--- config.mk ---
export PLATFORM = sky130hd
export DESIGN_NAME = demux7to14
export DESIGN_NICKNAME = d
export VERILOG_FILES = /design/src/rtl/demux7to14.sv
export SDC_FILE = /design/constraint.sdc
export NUM_CORES = 1
export LEC_CHECK = 0
export CORE_AREA = 2 2 52 54
export DETAILED_ROUTE_END_ITERATION = 16
export DIE_AREA = 0 0 54 56
export PLACE_DENSITY = 0.8
export SLEW_MARGIN = 0
export SYNTH_ARGS = -nofsm -noshare
export SYNTH_HDL_FRONTEND = slang
export SYNTH_SLANG_ARGS = --single-unit
--- constraint.sdc ---
create_clock -name clk -period 2.4 [get_ports clk]
set_input_delay 0.36 -clock clk [delete_from_list [all_inputs] [get_ports clk]]
set_output_delay 0.36 -clock clk [all_outputs]
set_load 0.01 [all_outputs]
--- src/rtl/demux7to14.sv ---
// Registered 1-to-2 word demultiplexer: steers a tagged 7-bit stream into
// lanes A/B and presents each completed pair with valid/ready handshakes.
module demux7to14 #(
  parameter int unsigned W  = 7,
  parameter int unsigned CW = 8
) (
  input  logic          clk,
  input  logic          rst,
  input  logic          in_valid,
  output logic          in_ready,
  input  logic [W-1:0]  in_data,
  input  logic          in_sel,
  output logic          out_valid,
  input  logic          out_ready,
  output logic [W-1:0]  out_a,
  output logic [W-1:0]  out_b,
  output logic [CW-1:0] pair_cnt,
  output logic          dup_stall
);

  typedef enum logic [1:0] {EMPTY, GOT_A, GOT_B, FULL} state_t;

  state_t state_q, state_d;
  logic   in_acc, out_acc;

  assign in_acc  = in_valid & in_ready;
  assign out_acc = out_valid & out_ready;

  always_ff @(posedge clk) begin
    if (rst) state_q <= EMPTY;
    else     state_q <= state_d;
  end

  // In GOT_A/GOT_B an accept implies the opposite lane, so it always completes the pair.
  always_comb begin
    state_d = state_q;
    unique case (state_q)
      EMPTY:        if (in_acc) state_d = in_sel ? GOT_B : GOT_A;
      GOT_A, GOT_B: if (in_acc) state_d = FULL;
      FULL: begin
        if (out_acc) begin
          if (in_acc) state_d = in_sel ? GOT_B : GOT_A;
          else        state_d = EMPTY;
        end
      end
      default:      state_d = EMPTY;
    endcase
  end

  always_comb begin
    out_valid = (state_q == FULL);
    in_ready  = 1'b1;
    if (!rst) begin
      unique case (state_q)
        EMPTY:   in_ready = 1'b1;
        GOT_A:   in_ready = in_sel;
        GOT_B:   in_ready = ~in_sel;
        FULL:    in_ready = out_ready;
        default: in_ready = 1'b1;
      endcase
    end
  end

  always_ff @(posedge clk) begin
    if (rst) begin
      out_a     <= '0;
      out_b     <= '0;
      pair_cnt  <= '0;
      dup_stall <= 1'b0;
    end else begin
      if (in_acc && !in_sel) out_a <= in_data;
      if (in_acc &&  in_sel) out_b <= in_data;
      if (out_acc)           pair_cnt <= pair_cnt + CW'(1);
      dup_stall <= in_valid & ~in_ready;
    end
  end

endmodule

# --- Word-level counts from Yosys, hierarchy flattened ---
# Index checks and enable logic that the tools add are counted.
op_classes:
  addsub: 1
  n_reduce_logical: 6
  n_bitwise: 5
  muxes: 8
  n_eq_ne: 6
ops:
  columns: ["op", "n"]
  rows:
  - ["two-way mux 2 bit", 5]
  - ["adder 8 x 1 -> 8 bit (second input constant)", 1]
  - ["case mux 2 bit (3 select lines)", 1]
  - ["equality test 2 bit (second input constant)", 2]
  - ["inequality test 2 bit (second input constant)", 2]
  - ["case mux 1 bit (4 select lines)", 1]
  - ["bitwise AND 1 bit", 3]
  - ["AND reduction 3 bit", 1]
  - ["equality test 2 x 1 -> 1 bit (second input constant)", 1]
  - ["logical AND 1 bit", 2]
  - ["logical NOT 2 bit", 1]
  - ["inequality test 2 x 1 -> 1 bit (second input constant)", 1]
  - ["inverter 1 bit", 2]
  - ["OR reduction 2 bit", 1]
  - ["logical NOT 1 bit", 1]
  - ["two-way mux 1 bit", 1]
word_totals:
  output_inout_bits: 25
  inputBits: 12
  word_cells: 31
  register_bits: 25

# --- Logic depth before layout (Yosys ltp) ---
depth:
  word_depth: 7
  mapped_depth: 7
  ltp_nobuf: 6

# --- Least setup slack after synthesis ---
# OpenSTA, ideal clock, no wires.
synth_timing:
  path_kind: "register to output"
  startpoint: "register state_q[0]"
  endpoint: "output port in_ready"
  stages_incl_launch_ff: 5
  n_path_buf: 0
  t_arrival_ps: 1265
  path_slack_ps: 775
  path_cell_list: "dfxtp_1 ha_1 a211o_1 a211oi_2 inv_1"
synth_via:
  elab_chain_len: 3
  elab_cells_between_ends: 6
  cone_classes: "eq/ne: 3; mux: 2; reduce/logical: 1"
synth_rtl:
  columns: ["item", "line", "rtl"]
  rows:
  - ["start: declaration", "23", "state_t state_q, state_d;"]
  - ["start signal: assignment", "31", "else state_q <= state_d;"]
  - ["equality test 2 bit", null, null]
  - ["net out_valid", "13", "output logic out_valid,"]
  - ["case mux 1 bit (4 select lines)", "54", "unique case (state_q)"]
  - ["two-way mux 1 bit", "53", "if (!rst) begin"]
  - ["end: declaration", "10", "output logic in_ready,"]
# The timed path passes the listed nets, and every way through them passes these cells.

# --- Worst setup path after layout ---
layout_timing:
  startpoint: "register state_q[0]"
  endpoint: "output port in_ready"
layout_via:
  elab_chain_len: 3
  elab_cells_between_ends: 6
  cone_classes: "eq/ne: 3; mux: 2; reduce/logical: 1"
layout_rtl:
  columns: ["item", "line"]
  rows:
  - ["equality test 2 bit (tied with other cells)", "54"]
  - ["case mux 1 bit (4 select lines) (*)", "54"]
  - ["two-way mux 1 bit (*)", "53"]
# Mark *: on every way between the ends. The rest lies on a longest branch, timed or not.

==> impl_metrics.tcl <==
set metrics [dict create \
    cts.path.max_buffers 2 \
    synth-adder-area-share_pct 6.674 \
    finalSetupTns_ns 0 \
    drv_slew 0 \
    clock-root-buffer "clkbuf_4" \
    worstMarginPinSlew_ns 0.4822 \
    initial_core_util_pct 46.24 \
    grt_overflow_total 0 \
    gp_congestion 0.7954 \
    dpl_worst_slack_ns 0.06739 \
    final_cells 180 \
    period_minus_slack_ns 2.119 \
    holdCritStartpoint "out_b[6]" \
    rr_endpoint "state_q[0]" \
    path_cells "inv_1 -> ha_1 -> a211o_1 -> a211oi_2 -> inv_1 -> dlymetal6s2s_1" \
    synth_cell_type_count 24 \
    viasPerCell 5.100 \
    setup_ws_ns 0.2811 \
    worstPathRequired_ns 2.04 \
    crit_path_frequent_cell "inv_1" \
    crit_path_start_kind "flip-flop" \
    critPathKind "flip-flop to output pin" \
    grt_pass1_wl_um 3870 \
    drive_gt1_share_pct 6.000 \
    r2r_start "state_q[0]" \
    cts.clk_slew.worst_paths_ns 0.13 \
    cp_max_fo 4 \
    critical-path-top-delay-family "compound AO/OA/AOI/OAI gates" \
    wirelength_um 2371 \
    num_vias 918 \
    cap_viol_max_count 0 \
    first_pass_iters 4 \
    core_area_sq_um 2432 \
    ys_seq_area_share_pct 44.49 \
    ctsHtreeMaxLevel 1 \
    synth_edf_count 0 \
    die_h_um 56 \
    synthFlopType "dfxtp_1" \
    pwr_density_cell_nw_per_um2 659.2 \
    r2r_cells 7 \
    ys_seq_elements 25 \
    grt_max_degree 29 \
    post-route-period-util_pct 88.29 \
    wl_per_cell_um 13.17 \
    ir_drop_v 0.0006636 \
    yosysWarnings 0 \
    min_path_type "flip-flop to flip-flop" \
    track_usage_pct 16.76 \
    num_rows 18 \
    drt_iter0_drc 9 \
    ios 37 \
    worstHoldPathCells 2 \
    yosys.area_share.simple_pct 17.24 \
    setup_viol 0 \
    max_stage_delay_ns 0.38 \
    port_buffers 36 \
    synth_top_family_by_area "simple AND/OR/NAND/NOR gates" \
    n_antenna_cell 0 \
    synth_top_cell_area_share_pct 44.49 \
    max_freq_mhz 472.0 \
    antenna_found_initial 0 \
    dp_hpwl_um 1763 \
    synthesis.area_sq_um 1125 \
    synthXorXnorAreaFrac_pct 5.451 \
    p_leak_nw 0.6067 \
    worst-path-buf-inv 3 \
    postSynthAreaPerCell_sq_um 9.867 \
    ys_top_cells_by_count "25 x dfxtp_1, 23 x nor2_1, 17 x mux2i_1" \
    ant_nets 0 \
    min_to "out_b[6]" \
    postCtsHoldBufs 0 \
    final_hold_viol_count 0 \
    post-route-util_pct 63.22 \
    critPathSlowestCell "dfxtp_2" \
    crit_path_end_kind "output pin" \
    finalPower_mw 1.014 \
    synth_cells 114 \
    synth_compound_area_share_pct 6.785 \
    yosysMostFrequentCell "dfxtp_1" \
    die_area_sq_um 3024 \
    drc 0 \
    tritoncts "yes" \
    synth.area.mux_share_pct 15.13 \
    r2r_slack_ns 0.64 \
    ys_async_sr_fraction_pct 0 \
    grt_pass1_vias 864 \
    slew_headroom_pct 67.75 \
    worstPathArrival_ns 1.76 \
    rsz0062_at_grt "false" \
    die_x_um 54 \
    cts_inserted_buffers 3 \
    clock_latency_ns 0.31 \
    synth_top_area_cell "dfxtp_1" \
    syn_nets 132 \
    area_growth_pct 36.71 \
    finalNetCount 169 \
    skew_ns 0.002015 \
    synth_area_leaders "dfxtp_1 44%, mux2i_1 15%, nor2_1 7.7%" \
    dp_cells 175 \
    status "completed" \
    cts.sink_count 25 \
]
-- layout make-up --
cell class                      count  area (sq um)
Timing Repair Buffer               38         377.9
Clock inverter                      1         5.005
Multi-Input combinational cell     79         576.8
Tap cell                           30         37.54
Sequential cell                    25         503.0
Inverter                            4         15.01
Fill cell                         214         894.6
Clock buffer                        3         22.52
-- worst reg2reg max path, delay by kind of cell (launching register included) --
family	cells	cell delay, ns
AOI/OAI and AO/OA	3	0.64
DFF	1	0.38
buffers and inverters	2	0.24
adders and majority gates	1	0.24
muxes	1	0.15
-- power by group --
group | leakage [nW] | switching, mW | total [mW] | internal, mW
Clock | 0.0177 | 0.119 | 0.181 | 0.0622
Combinational | 0.385 | 0.168 | 0.350 | 0.182
Sequential | 0.204 | 0.0277 | 0.483 | 0.456
Total | 0.607 | 0.314 | 1.01 | 0.700
-- worst max path at each step --
stage / start / endpoint / depth (start not counted)
after floorplan: state_q[0] / in_ready / 4
after global placement: out_ready / in_ready / 5
after detailed placement: out_ready / in_ready / 5
after CTS: state_q[0] / in_ready / 6
after global routing: state_q[0] / in_ready / 6
final: state_q[0] / in_ready / 6
-- what timing repair did --
action / CTS / global route
hold endpoints to repair: 0 / 0
buffers inserted: 1 / 0
pin swaps: 1 / 1
setup endpoints to repair: 1 / 1
resized for setup: 2 / 1
-- cell usage in the layout (no fill, tap or decap) --
cell	n
clkdlybuf4s50_1	35
nor2_1	23
dfxtp_1	23
mux2i_1	17
xor2_1	6
ha_1	6
nand4_1	5
inv_1	4
nor2b_1	3
nand2b_1	3
clkbuf_4	3
a221o_1	2
and2_1	2
and3_1	2
nand2_1	2
buf_4	2
dfxtp_2	2
a211o_1	1
a211oi_2	1
o211a_1	1
or3_1	1
o32ai_1	1
o21a_1	1
xnor2_1	1
o311ai_0	1
clkinv_2	1
dlymetal6s2s_1	1
-- sequential cells by signal, indices dropped and copies added, names as in the netlist --
name	cells
dup_stall	1
out_a	7
out_b	7
pair_cnt	8
state_q	2
-- metal layers --
metal | global-route usage [%] | share of wire [%] | vias to the layer above
met5 | 0 | 0 | -
met4 | 3.214 | 0.42 | 0
met3 | 4.839 | 5.4 | 2
met2 | 28.22 | 50 | 22
met1 | 20.87 | 44 | 434
li1 | - | - | 460
-- cell families after synthesis --
family                     Yosys count
buffers and inverters               10
xor gates and xnor gates             7
muxes                               17
AOI/OAI and AO/OA                    8
adders and majority gates            6
DFF                                 25
and+or+nand+nor                     41
-- stage by stage --
step / cell area [sq um] / hold slack (ns)
CTS: 1535 / 0.5177
floorplan: 1125 / 0.4817
global route: 1538 / 0.5437
detailed placement: 1498 / 0.4875
global placement: 1498 / 0.4744
finish: 1538 / 0.5124
Power figures use the tool's default switching activity.
